$ cat src/rtl/mbist_march_ctrl_pkg.sv
// Shared types and the March C- element table for the MBIST controller.
package mbist_pkg;

   typedef logic [2:0] elem_t;

   typedef enum logic [1:0] {W0, W1, R0, R1} op_t;

   typedef enum logic [1:0] {
      IDLE    = 2'd0,
      RUN     = 2'd1,
      DRAIN   = 2'd2,
      DONE_ST = 2'd3
   } state_t;

   localparam elem_t LAST_ELEM = 3'd5;

   // M0 (w0) and M5 (r0) have one op per address, the rest two.
   function automatic logic [1:0] elem_nops(elem_t e);
      return (e == 3'd0 || e == LAST_ELEM) ? 2'd1 : 2'd2;
   endfunction

   function automatic logic elem_down(elem_t e);
      return (e == 3'd3 || e == 3'd4);
   endfunction

   function automatic op_t elem_op(elem_t e, logic idx);
      op_t op;
      case (e)
         3'd0:       op = W0;
         3'd1, 3'd3: op = idx ? W1 : R0;
         3'd2, 3'd4: op = idx ? W0 : R1;
         default:    op = R0;
      endcase
      return op;
   endfunction

   function automatic logic op_is_read(op_t op);
      return (op == R0 || op == R1);
   endfunction

   function automatic logic op_bg_one(op_t op);
      return (op == W1 || op == R1);
   endfunction

endpackage

$ cat src/rtl/mbist_march_ctrl_if.sv
// Single-port SRAM pin bundle (RA1SHD style, active-low controls).
interface mbist_march_ctrl_if #(
   parameter int ADDR_W = 12,
   parameter int DATA_W = 32
);
   logic              CEN;
   logic              WEN;
   logic              OEN;
   logic [ADDR_W-1:0] A;
   logic [DATA_W-1:0] D;
   logic [DATA_W-1:0] Q;

   modport master (output CEN, WEN, OEN, A, D, input Q);
   modport slave  (input CEN, WEN, OEN, A, D, output Q);
endinterface

$ cat src/rtl/mbist_march_ctrl_addr_gen.sv
// Up/down address counter for one March element; is_last flags the final address.
module mbist_addr_gen #(
   parameter int ADDR_W = 12
) (
   input  logic              CLK,
   input  logic              load,
   input  logic              load_down,
   input  logic              step,
   input  logic              down,
   output logic [ADDR_W-1:0] addr,
   output logic              is_last
);

   always_ff @(posedge CLK) begin
      if (load)
         addr <= load_down ? '1 : '0;
      else if (step)
         addr <= down ? addr - ADDR_W'(1) : addr + ADDR_W'(1);
   end

   assign is_last = down ? (addr == '0) : (addr == '1);

endmodule

$ cat src/rtl/mbist_march_ctrl.sv
// March C- MBIST controller: one SRAM op per cycle, two-stage pipelined read compare.
module mbist_march_ctrl
   import mbist_pkg::*;
#(
   parameter int ADDR_W = 12,
   parameter int DATA_W = 32,
   parameter int CNT_W  = 16
) (
   input  logic               CLK,
   input  logic               RST,
   input  logic               START,
   output logic               BUSY,
   output logic               DONE,
   output logic               FAIL,
   output logic [CNT_W-1:0]   FAIL_COUNT,
   output logic [ADDR_W-1:0]  FAIL_ADDR,
   output logic [2:0]         FAIL_ELEM,
   output logic [DATA_W-1:0]  FAIL_BITS,
   mbist_march_ctrl_if.master mem
);

   typedef struct packed {
      logic              valid;
      logic [ADDR_W-1:0] addr;
      elem_t             elem;
      logic [DATA_W-1:0] exp;
   } cmp_t;

   state_t            state;
   elem_t             elem;
   elem_t             next_elem;
   logic              opi;
   logic [ADDR_W-1:0] addr;
   logic              addr_last;
   op_t               op;
   logic [DATA_W-1:0] bg;
   logic              accept;
   logic              issue;
   logic              addr_done;
   logic              elem_end;
   cmp_t              s1;
   cmp_t              s2;
   logic [DATA_W-1:0] diff;
   logic              mism;

   // Sequencer always rests at (M0, op 0, addr 0) so the first op issues on the START edge.
   assign accept    = START && (state == IDLE || state == DONE_ST);
   assign issue     = accept || (state == RUN);
   assign op        = elem_op(elem, opi);
   assign bg        = op_bg_one(op) ? '1 : '0;
   assign addr_done = ({1'b0, opi} == elem_nops(elem) - 2'd1);
   assign elem_end  = issue && addr_done && addr_last;
   assign next_elem = (elem == LAST_ELEM) ? '0 : elem + 3'd1;

   mbist_addr_gen #(.ADDR_W(ADDR_W)) u_addr_gen (
      .CLK       (CLK),
      .load      (RST || elem_end),
      .load_down (!RST && elem_down(next_elem)),
      .step      (issue && addr_done),
      .down      (elem_down(elem)),
      .addr      (addr),
      .is_last   (addr_last)
   );

   always_ff @(posedge CLK) begin
      if (RST) begin
         elem <= '0;
         opi  <= 1'b0;
      end else if (issue) begin
         if (addr_done) begin
            opi <= 1'b0;
            if (addr_last)
               elem <= next_elem;
         end else begin
            opi <= 1'b1;
         end
      end
   end

   always_ff @(posedge CLK) begin
      if (RST) begin
         state   <= IDLE;
         mem.CEN <= 1'b1;
         mem.WEN <= 1'b1;
         mem.A   <= '0;
         mem.D   <= '0;
         s1      <= '0;
         s2      <= '0;
      end else begin
         case (state)
            IDLE, DONE_ST: if (START) state <= RUN;
            RUN:           if (elem_end && elem == LAST_ELEM) state <= DRAIN;
            DRAIN:         if (!s1.valid) state <= DONE_ST;
            default:       state <= IDLE;
         endcase
         mem.CEN <= !issue;
         mem.WEN <= !(issue && !op_is_read(op));
         if (issue) begin
            mem.A <= addr;
            mem.D <= bg;
         end
         s1.valid <= issue && op_is_read(op);
         s1.addr  <= addr;
         s1.elem  <= elem;
         s1.exp   <= bg;
         s2       <= s1;
      end
   end

   assign mem.OEN = 1'b0;

   // s2 lines up with the Q produced by the memory for that read.
   assign diff = mem.Q ^ s2.exp;
   assign mism = s2.valid && (diff != '0);

   always_ff @(posedge CLK) begin
      if (RST || accept) begin
         FAIL       <= 1'b0;
         FAIL_COUNT <= '0;
         FAIL_ADDR  <= '0;
         FAIL_ELEM  <= '0;
         FAIL_BITS  <= '0;
      end else if (mism) begin
         FAIL <= 1'b1;
         if (FAIL_COUNT != '1)
            FAIL_COUNT <= FAIL_COUNT + CNT_W'(1);
         if (!FAIL) begin
            FAIL_ADDR <= s2.addr;
            FAIL_ELEM <= s2.elem;
            FAIL_BITS <= diff;
         end
      end
   end

   assign BUSY = (state == RUN) || (state == DRAIN);
   assign DONE = (state == DONE_ST);

endmodule

$ cat src/flat_wrapper.sv
// flat-port wrapper written by rule: the top's interface ports become plain ports
module mbist_march_ctrl_flat import mbist_pkg::*;
#(
   parameter int ADDR_W = 12,
   parameter int DATA_W = 32,
   parameter int CNT_W  = 16
)
  (CLK, RST, START, BUSY, DONE, FAIL, FAIL_COUNT, FAIL_ADDR, FAIL_ELEM, FAIL_BITS, mem_CEN, mem_WEN, mem_OEN, mem_A, mem_D, mem_Q);
  mbist_march_ctrl_if #(.ADDR_W(ADDR_W), .DATA_W(DATA_W)) mem_i ();
  input  logic CLK;
  input  logic RST;
  input  logic START;
  output logic BUSY;
  output logic DONE;
  output logic FAIL;
  output logic [CNT_W-1:0] FAIL_COUNT;
  output logic [ADDR_W-1:0] FAIL_ADDR;
  output logic [2:0] FAIL_ELEM;
  output logic [DATA_W-1:0] FAIL_BITS;
  output wire logic [$bits(mem_i.CEN)-1:0] mem_CEN;
  output wire logic [$bits(mem_i.WEN)-1:0] mem_WEN;
  output wire logic [$bits(mem_i.OEN)-1:0] mem_OEN;
  output wire logic [$bits(mem_i.A)-1:0] mem_A;
  output wire logic [$bits(mem_i.D)-1:0] mem_D;
  input wire logic [$bits(mem_i.Q)-1:0] mem_Q;
  assign mem_CEN = mem_i.CEN;
  assign mem_WEN = mem_i.WEN;
  assign mem_OEN = mem_i.OEN;
  assign mem_A = mem_i.A;
  assign mem_D = mem_i.D;
  assign mem_i.Q = mem_Q;
  mbist_march_ctrl #(.ADDR_W(ADDR_W), .DATA_W(DATA_W), .CNT_W(CNT_W)) u_core (.CLK(CLK), .RST(RST), .START(START), .BUSY(BUSY), .DONE(DONE), .FAIL(FAIL), .FAIL_COUNT(FAIL_COUNT), .FAIL_ADDR(FAIL_ADDR), .FAIL_ELEM(FAIL_ELEM), .FAIL_BITS(FAIL_BITS), .mem(mem_i));
endmodule
$ cat config.mk
export PLATFORM = sky130hd
export DESIGN_NAME = mbist_march_ctrl_flat
export DESIGN_NICKNAME = d
export VERILOG_FILES = /design/src/rtl/mbist_march_ctrl_pkg.sv /design/src/rtl/mbist_march_ctrl_if.sv /design/src/rtl/mbist_march_ctrl_addr_gen.sv /design/src/rtl/mbist_march_ctrl.sv /design/src/flat_wrapper.sv
export SDC_FILE = /design/constraint.sdc
export NUM_CORES = 1
export LEC_CHECK = 0
export CAP_MARGIN = 30
export CORE_MARGIN = 2
export CORE_UTILIZATION = 50
export DETAILED_ROUTE_END_ITERATION = 12
export PLACE_DENSITY_LB_ADDON = 0.2
export SLEW_MARGIN = 0
export SYNTH_ARGS = -nofsm -noshare
export SYNTH_HDL_FRONTEND = slang
export SYNTH_SLANG_ARGS = --single-unit
$ cat constraint.sdc
create_clock -name CLK -period 3.7 [get_ports CLK]
set_input_delay 0.37 -clock CLK [delete_from_list [all_inputs] [get_ports CLK]]
set_output_delay 0.37 -clock CLK [all_outputs]
set_load 0.02 [all_outputs]
==> impl_metrics.toml <==
[synth]
yosysWarnings = 0
synth_area_leaders = "dfxtp_1, a211oi_2, edfxtp_1, xnor2_1, buf_4"
syn-num-nets = 713
netlist_area_um2 = 6170
ys_seq_area_share_pct = 44.5
synth.distinct_cells = 49
synth_edf_count = 12
yosysMostFrequentCell = "dfxtp_1"
synth_area_per_cell_um2 = 9.31
synth_top_area_share_pct = 38.6
post-synth-top-area-cell = "dfxtp_1"
synth_seq_cells = 131
synth_ff_type = "dfxtp_1"
synthArstFlopShare_pct = 0
syn_inst = 662
netlist_top_cells_count = "dfxtp_1, nand2_1, nor2_1, xnor2_1"

[final_layout]
nFillCells = 960
syn_to_final_growth_pct = 31.8
fin_util_pct = 67.7
stdcell_area_um2 = 8130
diodes = 0
finalNetCount = 813
drive_above_1_share_pct = 10.5

[route]
viasPerCell = 5.50
wl_per_cell_um = 15.9
vias = 5068
dr.first_iter.drc_count = 279
dr.pass1.iters = 5
ant_nets = 0
drc = 0
routed_wl_um = 14600

[critical_path]
endpoint = "u_core.u_addr_gen.addr[8]"
cp-end-kind = "register"
cp_slowest_cell = "dfxtp_1"
crit_fanout = 14
crit_required_ps = 3830
path_depth = 9
critical-path-max-stage-delay_ps = 550
crit_chain = "and3b_1 -> a21o_1 -> ha_1 -> a211oi_1 -> o21bai_1 -> a2111oi_0 -> nor3_1 -> xnor2_1 -> o21ai_0"
startpoint = "u_core.elem[0]"
critical_path_arrival_ps = 3340
crit_family = "compound AO/OA/AOI/OAI gates"
rrSetupSlack_ps = 490
ff2ff_path_depth = 9
cp_num_buf_inv = 0
worstSetupStartpointType = "register"
criticalPathCategory = "register to register"
r2r-start = "u_core.elem[0]"
worstReg2RegEnd = "u_core.u_addr_gen.addr[8]"

[clocking]
post_cts_resized = 0
postCtsSetupRepairBufs = 0
tritoncts = "built"
cts_made_buffers = 17
clk_latency_ps = 410
holdBufCountCts = 0
cts.sinks = 131
htree_levels = 4
clk_path_buf_depth = 2
clkTransAtPathRegs_ps = 60
cts_root_buf = "clkbuf_16"

[sta]
max_slew_margin_pct = 42.1
fin_skew_ps = 13.2
slew_viol_final = 0
min_period_ps = 3210
hold_slack_ps = 431
rsz0062_at_grt = "false"
finalSetupViolations = 0
fmax_mhz = 312
fin_crit_sh_pct = 86.6
final.setup.tns_ps = 0
worst_pin_slew_ps = 868
final_hold_viol_count = 0

[global_routing]
grt_pass1_wl_um = 23000
overflow = 0
grt_pass1_vias = 4749
grt_usage_pct = 21.8
antenna_found_initial = 0
grt_max_degree = 95

[place]
placed_cell_area_um2 = 7450
port_buffers = 146
routabilityCongestion = 0.825
dpl.hpwl_um = 9920

[die]
die_area_um2 = 13200
initial_core_util_pct = 51.3
fp.dieH_um = 115
fp.dieW_um = 115
io-pin-count = 148
row_count = 40
core_area_um2 = 12000

[power_and_ir_drop]
finalPower_uw = 4870
ir_worst_vdd_uv = 456
leakagePower_uw = 0.00286
p_per_area_nw_per_um2 = 599

[job]
cap_viol_max_count = 0

[min_path]
hold_class = "register to register"
hp-start = "u_core.s1[38]"

[outcome]
status = "completed"
## final cells by class
| class | count | area [um2] | share of cell area [%] |
|---|---|---|---|
| inverter | 8 | 30.0 | 0.369 |
| sequential | 131 | 2740 | 33.8 |
| timing repair buffer | 155 | 1550 | 19.1 |
| multi-input combinational | 449 | 2980 | 36.6 |
| clock buffer | 21 | 503 | 6.19 |
| clock inverter | 10 | 143 | 1.75 |
| tap | 147 | 184 | 2.26 |
## kinds of logic after synthesis
family | after synthesis | synth area share [%]
AO/OA/AOI/OAI | 139 | 16.8
flip-flops | 131 | 44.5
XOR/XNOR | 44 | 6.25
other | 1 | 0.0608
buffers and inverters | 82 | 7.61
multiplexers | 11 | 1.83
adder cells (fa/ha/maj) | 17 | 3.53
AND/OR/NAND/NOR | 237 | 19.5
## cells in the final DEF (no fill, tap or decap), drive strengths merged, types with 4 or more instances in the layout
master	n
a211oi	37
a21o	6
a21oi	33
and3	6
buf	9
clkbuf	21
clkdlybuf4s50	146
dfxtp	119
edfxtp	12
ha	15
inv	10
mux2i	9
nand2	54
nand2b	5
nand3	25
nand4	24
nor2	50
nor2b	33
nor3	6
nor4	4
o21ai	41
o31ai	5
or3	12
or4	12
xnor2	39
xor2	5
## report_power, final
group          leakage (uW)  switching (uW)  internal (uW)
combinational       0.00145             700            567
sequential          0.00109             188           1630
clock              0.000312             606           1180
total               0.00286            1490           3370
## worst reg2reg max path, delay by kind of cell (launching register included)
kind	cells	cell delay, ps
compound gates	5	1450
xor+xnor	1	160
fa+ha+maj	1	400
flops	1	550
simple gates	2	360
## worst min path at each step
stage,endpoint,slack (ps),cells after the start
final,u_core.s2[38],430,1
after global routing,u_core.s2[38],450,1
after CTS,u_core.s2[38],430,1
after detailed placement,u_core.s2[40],420,1
after global placement,u_core.s2[39],420,1
after floorplan,u_core.s2[30],410,1
## flip-flops by register name, indices dropped and copies added, names as in the netlist
register and count:
u_core.opi 1, u_core.FAIL_COUNT 16, u_core.s2 17, u_core.mem.A 12, u_core.FAIL_ADDR 12, u_core.FAIL_BITS 32, u_core.elem 3, u_core.state 2
u_core.s1 17, u_core.FAIL_ELEM 3, u_core.mem.WEN 1, u_core.mem.D 1, u_core.FAIL 1, u_core.u_addr_gen.addr 12, u_core.mem.CEN 1
## routing by layer
metal  GRT usage, %  up-vias  share of wire, %
met5              0        -                 0
met2           37.5      161                50
met1           26.4     2379                42
met3           5.59       23               5.7
li1               -     2505                 -
met4           8.11        0               1.8
## per-stage QoR
stage | setup WS [ps] | std cells
floorplan | 960 | 662
global placement | 665 | 889
detailed placement | 552 | 889
CTS | 533 | 920
global route | 270 | 921
finish | 494 | 921
Power figures use the tool's default switching activity.
